File: src/rtl/imem_loader.sv
// Byte-stream program loader for the big-endian instruction memory; holds the CPU in reset until a full program is written.
// Latency: each accepted data byte appears on mem_we/mem_addr/mem_wdata one cycle after its accepting edge.
// Backpressure: in_ready is high in every load state; the stream is only stalled in IDLE/DONE/ERR.
// Optional checksum byte after the data: define LOADER_CHECKSUM_EN.
module imem_loader #(
  parameter int DEPTH  = 64,
  parameter int ADDR_W = 6
) (
  input  logic              clk,
  input  logic              rst,
  input  logic              start,
  input  logic              in_valid,
  input  logic [7:0]        in_data,
  output logic              in_ready,
  output logic              mem_we,
  output logic [ADDR_W-1:0] mem_addr,
  output logic [7:0]        mem_wdata,
  output logic              busy,
  output logic              done,
  output logic              err,
  output logic              cpu_hold,
  output logic [15:0]       words_loaded
);

`ifdef LOADER_CHECKSUM_EN
  typedef enum logic [2:0] {IDLE, HDR_HI, HDR_LO, DATA, CSUM, DONE, ERR} state_t;
`else
  typedef enum logic [2:0] {IDLE, HDR_HI, HDR_LO, DATA, DONE, ERR} state_t;
`endif

  state_t            state, state_nxt;
  logic [7:0]        hdr_hi;
  logic [ADDR_W:0]   nbytes;   // 4*N, only meaningful once the load is known to fit
  logic [ADDR_W:0]   idx;      // index of the next data byte
  logic [ADDR_W:0]   idx_nxt;
  logic [17:0]       len;      // 4*N at full width so large N can never alias small
  logic              xfer;
  logic              idle_like;
`ifdef LOADER_CHECKSUM_EN
  logic [7:0]        csum;
`endif

  assign xfer      = in_valid && in_ready;
  assign idle_like = (state == IDLE) || (state == DONE) || (state == ERR);
  assign idx_nxt   = idx + {{ADDR_W{1'b0}}, 1'b1};
  assign len       = {hdr_hi, in_data, 2'b00};

  assign in_ready  = !idle_like;
  assign busy      = !idle_like;
  assign done      = (state == DONE);
  assign err       = (state == ERR);
  assign cpu_hold  = (state != DONE);

  // State register
  always_ff @(posedge clk or posedge rst) begin
    if (rst) state <= IDLE;
    else     state <= state_nxt;
  end

  // Next-state: header parsing, length check and end-of-program detection
  always_comb begin
    state_nxt = state;
    case (state)
      IDLE, DONE, ERR: if (start) state_nxt = HDR_HI;
      HDR_HI:          if (xfer)  state_nxt = HDR_LO;
      HDR_LO: begin
        if (xfer) begin
          if ({hdr_hi, in_data} == 16'd0) begin
`ifdef LOADER_CHECKSUM_EN
            state_nxt = CSUM;
`else
            state_nxt = DONE;
`endif
          end else if (len > 18'(DEPTH)) begin
            state_nxt = ERR;
          end else begin
            state_nxt = DATA;
          end
        end
      end
      DATA: begin
        if (xfer && (idx_nxt == nbytes)) begin
`ifdef LOADER_CHECKSUM_EN
          state_nxt = CSUM;
`else
          state_nxt = DONE;
`endif
        end
      end
`ifdef LOADER_CHECKSUM_EN
      CSUM: if (xfer) state_nxt = (in_data == csum) ? DONE : ERR;
`endif
      default: state_nxt = IDLE;
    endcase
  end

  // Datapath: header capture, byte write strobe/address/data, word counter
  always_ff @(posedge clk or posedge rst) begin
    if (rst) begin
      hdr_hi       <= 8'd0;
      nbytes       <= '0;
      idx          <= '0;
      mem_we       <= 1'b0;
      mem_addr     <= '0;
      mem_wdata    <= 8'd0;
      words_loaded <= 16'd0;
`ifdef LOADER_CHECKSUM_EN
      csum         <= 8'd0;
`endif
    end else begin
      mem_we <= 1'b0;
      if (start && idle_like) begin
        idx          <= '0;
        mem_addr     <= '0;
        words_loaded <= 16'd0;
      end
      if (xfer) begin
        case (state)
          HDR_HI: begin
            hdr_hi <= in_data;
`ifdef LOADER_CHECKSUM_EN
            csum   <= in_data;
`endif
          end
          HDR_LO: begin
            nbytes <= len[ADDR_W:0];
`ifdef LOADER_CHECKSUM_EN
            csum   <= csum ^ in_data;
`endif
          end
          DATA: begin
            mem_we    <= 1'b1;
            mem_addr  <= idx[ADDR_W-1:0];
            mem_wdata <= in_data;
            idx       <= idx_nxt;
            if (idx[1:0] == 2'b11) words_loaded <= words_loaded + 16'd1;
`ifdef LOADER_CHECKSUM_EN
            csum      <= csum ^ in_data;
`endif
          end
          default: ;
        endcase
      end
    end
  end

endmodule
File: config.mk
export PLATFORM = sky130hd
export DESIGN_NAME = imem_loader
export DESIGN_NICKNAME = d
export VERILOG_FILES = /design/src/rtl/imem_loader.sv
export SDC_FILE = /design/constraint.sdc
export NUM_CORES = 1
export LEC_CHECK = 0
export CAP_MARGIN = 20
export CORE_MARGIN = 4
export CORE_UTILIZATION = 47
export DETAILED_ROUTE_END_ITERATION = 8
export PLACE_DENSITY = 0.79
export SYNTH_ARGS = -nofsm -noshare
export SYNTH_HDL_FRONTEND = slang
export SYNTH_SLANG_ARGS = --single-unit
File: constraint.sdc
create_clock -name clk -period 2.1 [get_ports clk]
set_input_delay 0.315 -clock clk [delete_from_list [all_inputs] [get_ports clk]]
set_output_delay 0.315 -clock clk [all_outputs]
set_load 0.03 [all_outputs]
==> flow_summary.yaml, run 1 <==
clock_tree:
  ctsHoldBuffers: 0
  clkLatencyLatePin_ps: 310
  numCtsBuffers: 5
  postCtsSetupRepairBufs: 0
  cts.htree.levels: 2
  cts_tree: "done"
  cts.reportedPaths.clkPinSlew_ps: 100
  cts_root_buffer: "clkbuf_8"
  cts_resized: 3
  cts.sinks: 54
  cts_buffer_depth: 2
timing:
  period_minus_slack_ps: 2040
  finalCritPeriodShare: 0.972
  fin_skew_ps: 13.8
  rsz0062_at_grt: "no"
  slew_violations: 0
  worst_pin_slew_ps: 744
  slew_headroom: 0.502
  setup_viol: 0
  timing.fmax_mhz: 490
  timing.hold.ws_ps: 358
  finalHoldViolCount: 0
  tns_ps: 0
synthesis:
  synth_nets: 271
  ys_warn_count: 0
  syn-instance-count: 256
  yosys_register_bits: 54
  synthArstFlopShare: 1.00
  synth_flop_cell: "dfrtp_1"
  avgSynthCellArea_sq_um: 10.1
  seq_area_frac_synth: 0.521
  synth_area_sq_um: 2590
  yosys.area.top_type: "dfrtp_1"
  synth_edf_count: 0
  synth_cell_type_count: 44
  synth_top_area_share: 0.521
  yosys-top-cells-area: "dfrtp_1 52%, mux2_2 6.1%, nand2_1 5.9%"
power_and_ir_drop:
  switching_share: 0.381
  pwr-share-seq: 0.411
  power.internal_w: 0.00230
  pwr_density_cell_nw_per_um2: 1110
  combPwrFrac: 0.431
  p_leak_nw: 1.50
  clock_power_share: 0.158
  peakVddDrop_mv: 0.800
  switchingPower_w: 0.00141
global_route:
  grt_pass1_vias: 2061
  grt_util_all_layers: 0.186
  overflow: 0
  grt_pass1_wl_mm: 9.66
  antenna_found_initial: 0
  grt_max_degree: 55
final_layout:
  final_common_cell: "dfrtp_1"
  final_cell_mix: "53 x dfrtp_1, 44 x clkdlybuf4s50_1, 41 x nand2_1"
  multi_input_area_sq_um: 1150
  num-fill-cells: 448
  num-nets-final: 331
  seqCellArea_sq_um: 1350
  antenna_cells: 0
  post-route-util: 0.638
  syn2layout_area_growth_pct: 28.9
  layout-drive-gt1-share: 0.161
drt:
  vias: 2089
  wirelength_mm: 5.63
  dr.pass1.iters: 4
  routed_via_density: 5.40
  wl_per_cell_um: 14.5
  drtAntennaViolNets: 0
  first_iter_violations: 92
  drc: 0
floorplan:
  pin_count: 48
  fp.dieH_um: 82.3
  fp-row-count: 26
  start_util: 0.495
  die_w_um: 82.3
  core-area_sq_um: 5240
  dieArea_sq_um: 6770
critical_path:
  critical_path.slowest_cell: "clkdlybuf4s50_1"
  worstReg2RegStart: "idx[1]"
  crit_path_end: "err"
  arrival_ps: 1730
  startpoint_type: "flip-flop"
  critical_path_buf_inv_count: 1
  r2r-end: "state[2]"
  cp_num_cells: 2
  r2r_cells: 6
  worst-path-max-fanout: 14
  cp_top_family: "buffers and inverters"
  end_kind: "output port"
  reg2reg_slack_ps: 100
  startpoint: "state[1]"
  cp.required_ps: 1780
  slowest_delay_ps: 660
  path_class: "reg2out"
  path_cells: "and3b_1, clkdlybuf4s50_1"
placement:
  port_buffers: 47
  dpl.hpwl_mm: 4.12
  gp_congestion: 0.797
run_status:
  status: "finished, final reports clean"
worst_hold_path:
  hold_class: "in2async"
job:
  cap_violations: 0
## cell usage after synthesis (5+ instances only)
| master | instances |
|---|---|
| a22o_1 | 5 |
| and3_1 | 5 |
| a21oi_1 | 5 |
| buf_2 | 5 |
| dfrtp_1 | 54 |
| nand4_1 | 8 |
| nand3_1 | 15 |
| nor2_1 | 17 |
| o21ai_0 | 24 |
| mux2_2 | 14 |
| nand2_1 | 41 |
| xnor2_1 | 7 |
| clkbuf_1 | 6 |
| inv_1 | 7 |
## metrics by stage
stage / std cells / worst slack (ps) / cell area (sq um) / power [W]
2_1_floorplan: 256 / 92.0 / 2590 / 0.00257
3_3_place_gp: 379 / -12.4 / 3240 / 0.00309
3_5_place_dp: 379 / -53.1 / 3240 / 0.00315
4_1_cts: 387 / 23.6 / 3330 / 0.00375
5_1_grt: 387 / 7.09 / 3340 / 0.00397
6_report: 387 / 59.0 / 3340 / 0.00371
## sequential cells by signal, indices dropped and copies added (netlist names)
register and cells:
hdr_hi 8, idx 7, mem_addr 6, mem_wdata 8, mem_we 1, nbytes 5
state 3, words_loaded 16
## cell type report
| cell class | instances | share of cell area |
|---|---|---|
| clock inverters | 2 | 0.00524 |
| clock buffers | 6 | 0.0217 |
| inverters | 7 | 0.00787 |
| multi-input cells | 182 | 0.346 |
| repair buffers | 66 | 0.188 |
| flip-flops and latches | 54 | 0.405 |
| well taps | 70 | 0.0262 |
## routing by layer
layer	wire [um]	GRT usage
met5	0	0
met4	89	0.0598
met3	250	0.0347
met2	2730	0.308
met1	2560	0.245
## worst min-delay path by stage
stage | from | endpoint | slack (ps)
3_5_place_dp | mem_wdata[2] | mem_wdata[2] | 460
5_1_grt | rst | words_loaded[5] | 380
2_1_floorplan | in_data[0] | mem_wdata[0] | 420
6_report | rst | words_loaded[13] | 360
3_3_place_gp | mem_wdata[3] | mem_wdata[3] | 460
4_1_cts | rst | words_loaded[13] | 360
## power by group through the flow
stage / sequential [W] / combinational [W] / clock, W
finish: 0.00152 / 0.00160 / 0.000585
global route: 0.00157 / 0.00175 / 0.000645
CTS: 0.00152 / 0.00162 / 0.000603
detailed placement: 0.00153 / 0.00162 / 0
global placement: 0.00152 / 0.00157 / 0
floorplan: 0.00167 / 0.000896 / 0
## worst register-to-register path, stage by stage (launching register included)
cell and delay (ps):
dfrtp_1 440, ha_1 220, and3_2 220, and3_1 220
xnor2_1 170, o31ai_4 310, mux2_4 320
## cells by family after synthesis
group	after synthesis	synth area share
AOI/OAI and AO/OA	48	0.121
xor gates and xnor gates	9	0.0304
muxes	18	0.0782
and+or+nand+nor	104	0.199
buffers and inverters	20	0.0357
DFF	54	0.521
adders and majority gates	3	0.0145
No activity file was read; power rests on OpenSTA's default activity.
==> run 2, diff against run 1 <==
--- a/config.mk
+++ b/config.mk
@@ -9,6 +9,7 @@
 export CORE_MARGIN = 4
 export CORE_UTILIZATION = 47
 export DETAILED_ROUTE_END_ITERATION = 8
+export MAX_ROUTING_LAYER = met4
 export PLACE_DENSITY = 0.79
 export SYNTH_ARGS = -nofsm -noshare
 export SYNTH_HDL_FRONTEND = slang
==> flow_summary.yaml, run 2 (synthesized netlist as in run 1, its figures left out) <==
run_status:
  status: "finished, final reports clean"
placement:
  port_buffers: 47
  place_area_sq_um: 3240
  place_ws_ps: -53.1
  gp_congestion: 0.809
  dpl.hpwl_mm: 4.12
critical_path:
  path_class: "reg2out"
  end_kind: "output port"
  cp_top_family: "buffers and inverters"
  arrival_ps: 1730
  critical_path_buf_inv_count: 1
  path_cells: "and3b_1, clkdlybuf4s50_1"
  worst-path-max-fanout: 14
  critical_path.slowest_cell: "clkdlybuf4s50_1"
  startpoint_type: "flip-flop"
  slowest_delay_ps: 660
  cp.required_ps: 1780
timing:
  worst_pin_slew_ps: 725
  worst_slack_ps: 59.2
  rsz0062_at_grt: "no"
  slew_headroom: 0.515
  slew_violations: 0
  fin_skew_ps: 14.1
  tns_ps: 0
  finalCritPeriodShare: 0.972
  timing.fmax_mhz: 490
  period_minus_slack_ps: 2040
  finalHoldViolCount: 0
  setup_viol: 0
final_layout:
  largest_register_ffs: 16
  num-fill-cells: 448
  num-nets-final: 331
  multi_input_area_sq_um: 1150
  antenna_cells: 0
  layout-drive-gt1-share: 0.161
  final_common_cell: "dfrtp_1"
  reg_top3: "words_loaded (16), hdr_hi (8), mem_wdata (8)"
  final_cell_mix: "53 x dfrtp_1, 44 x clkdlybuf4s50_1, 41 x nand2_1"
  largest-register: "words_loaded"
  final_area_sq_um: 3340
  syn2layout_area_growth_pct: 28.9
  post-route-util: 0.638
  seqCellArea_sq_um: 1350
clock_tree:
  cts_root_buffer: "clkbuf_8"
  clkLatencyLatePin_ps: 310
  cts.htree.levels: 2
  cts.reportedPaths.clkPinSlew_ps: 90
  cts_tree: "done"
  numCtsBuffers: 5
  cts_buffer_depth: 2
  cts.sinks: 54
  postCtsSetupRepairBufs: 0
job:
  cap_violations: 0
drt:
  routed_via_density: 5.37
  vias: 2078
  wirelength_mm: 5.62
  wl_per_cell_um: 14.5
  dr.pass1.iters: 4
  first_iter_violations: 113
  drc: 0
  drtAntennaViolNets: 0
worst_hold_path:
  hold_class: "in2async"
global_route:
  grt_pass1_vias: 2059
  grt_max_degree: 55
  grt_pass1_wl_mm: 9.65
  overflow: 0
  grt_util_all_layers: 0.191
  antenna_found_initial: 0
power_and_ir_drop:
  pwr_density_cell_nw_per_um2: 1110
  p_total_w: 0.00371
  p_leak_nw: 1.50
  peakVddDrop_mv: 0.799
floorplan:
  pin_count: 48
  start_util: 0.495
  die_w_um: 82.3
  fp.dieH_um: 82.3
  core-area_sq_um: 5240
  dieArea_sq_um: 6770
  fp-row-count: 26
[run 2: repair_timing]
item | in CTS | in global routing
endpoints found under the setup margin | 4 | 3
endpoints found under the hold margin | 0 | 0
hold buffers | 0 | 0
gates resized for setup | 3 | 4
[run 2: final cells by class]
cell class                 count  area share
sequential                    54       0.405
multi-input combinational    182       0.346
tap                           70      0.0262
timing repair buffer          66       0.188
clock inverter                 2     0.00524
inverter                       7     0.00787
clock buffer                   6      0.0217
[run 2: metrics by stage]
step                hold WS [ps]  std cells
floorplan                    420        256
global placement             463        379
detailed placement           461        379
CTS                          359        387
global route                 376        387
finish                       352        387
[run 2: worst reg2reg max path, stage by stage (launching register included)]
cell,delay (ps)
dfrtp_1,440
ha_1,220
and3_2,220
and3_1,220
xnor2_1,170
o31ai_4,310
mux2_4,320
[run 2: worst paths after layout]
path	startpoint	to	slack [ps]	depth (start not counted)
worst max register to register	idx[1]	state[2]	100	6
worst min-delay path	rst	words_loaded[11]	350	3
min in group clk	mem_wdata[0]	mem_wdata[0]	490	2
worst max-delay path	state[1]	err	60	2
worst min register to register	mem_wdata[0]	mem_wdata[0]	490	2
max in group asynchronous	rst	idx[4]	1500	3
[run 2: power breakdown]
part	switching (W)	internal, W
Sequential	0.000207	0.00132
Combinational	0.000863	0.000737
Clock	0.000343	0.000242
Total	0.00141	0.00230
[run 2: routing by layer]
metal	share of wire	wire length (um)	vias to the layer above	track usage
li1	-	-	1028	-
met1	0.46	2580	981	0.245
met2	0.48	2680	61	0.309
met3	0.048	268	8	0.0325
met4	0.016	89	0	0.0598
met5	0	0	-	-
==> run 3, diff against run 2 <==
--- a/config.mk
+++ b/config.mk
@@ -11,6 +11,7 @@
 export DETAILED_ROUTE_END_ITERATION = 8
 export MAX_ROUTING_LAYER = met4
 export PLACE_DENSITY = 0.79
+export SLEW_MARGIN = 20
 export SYNTH_ARGS = -nofsm -noshare
 export SYNTH_HDL_FRONTEND = slang
 export SYNTH_SLANG_ARGS = --single-unit
==> results of run 3 <==
Same layout as run 2: the final DEF is identical, and so are final timing and power.
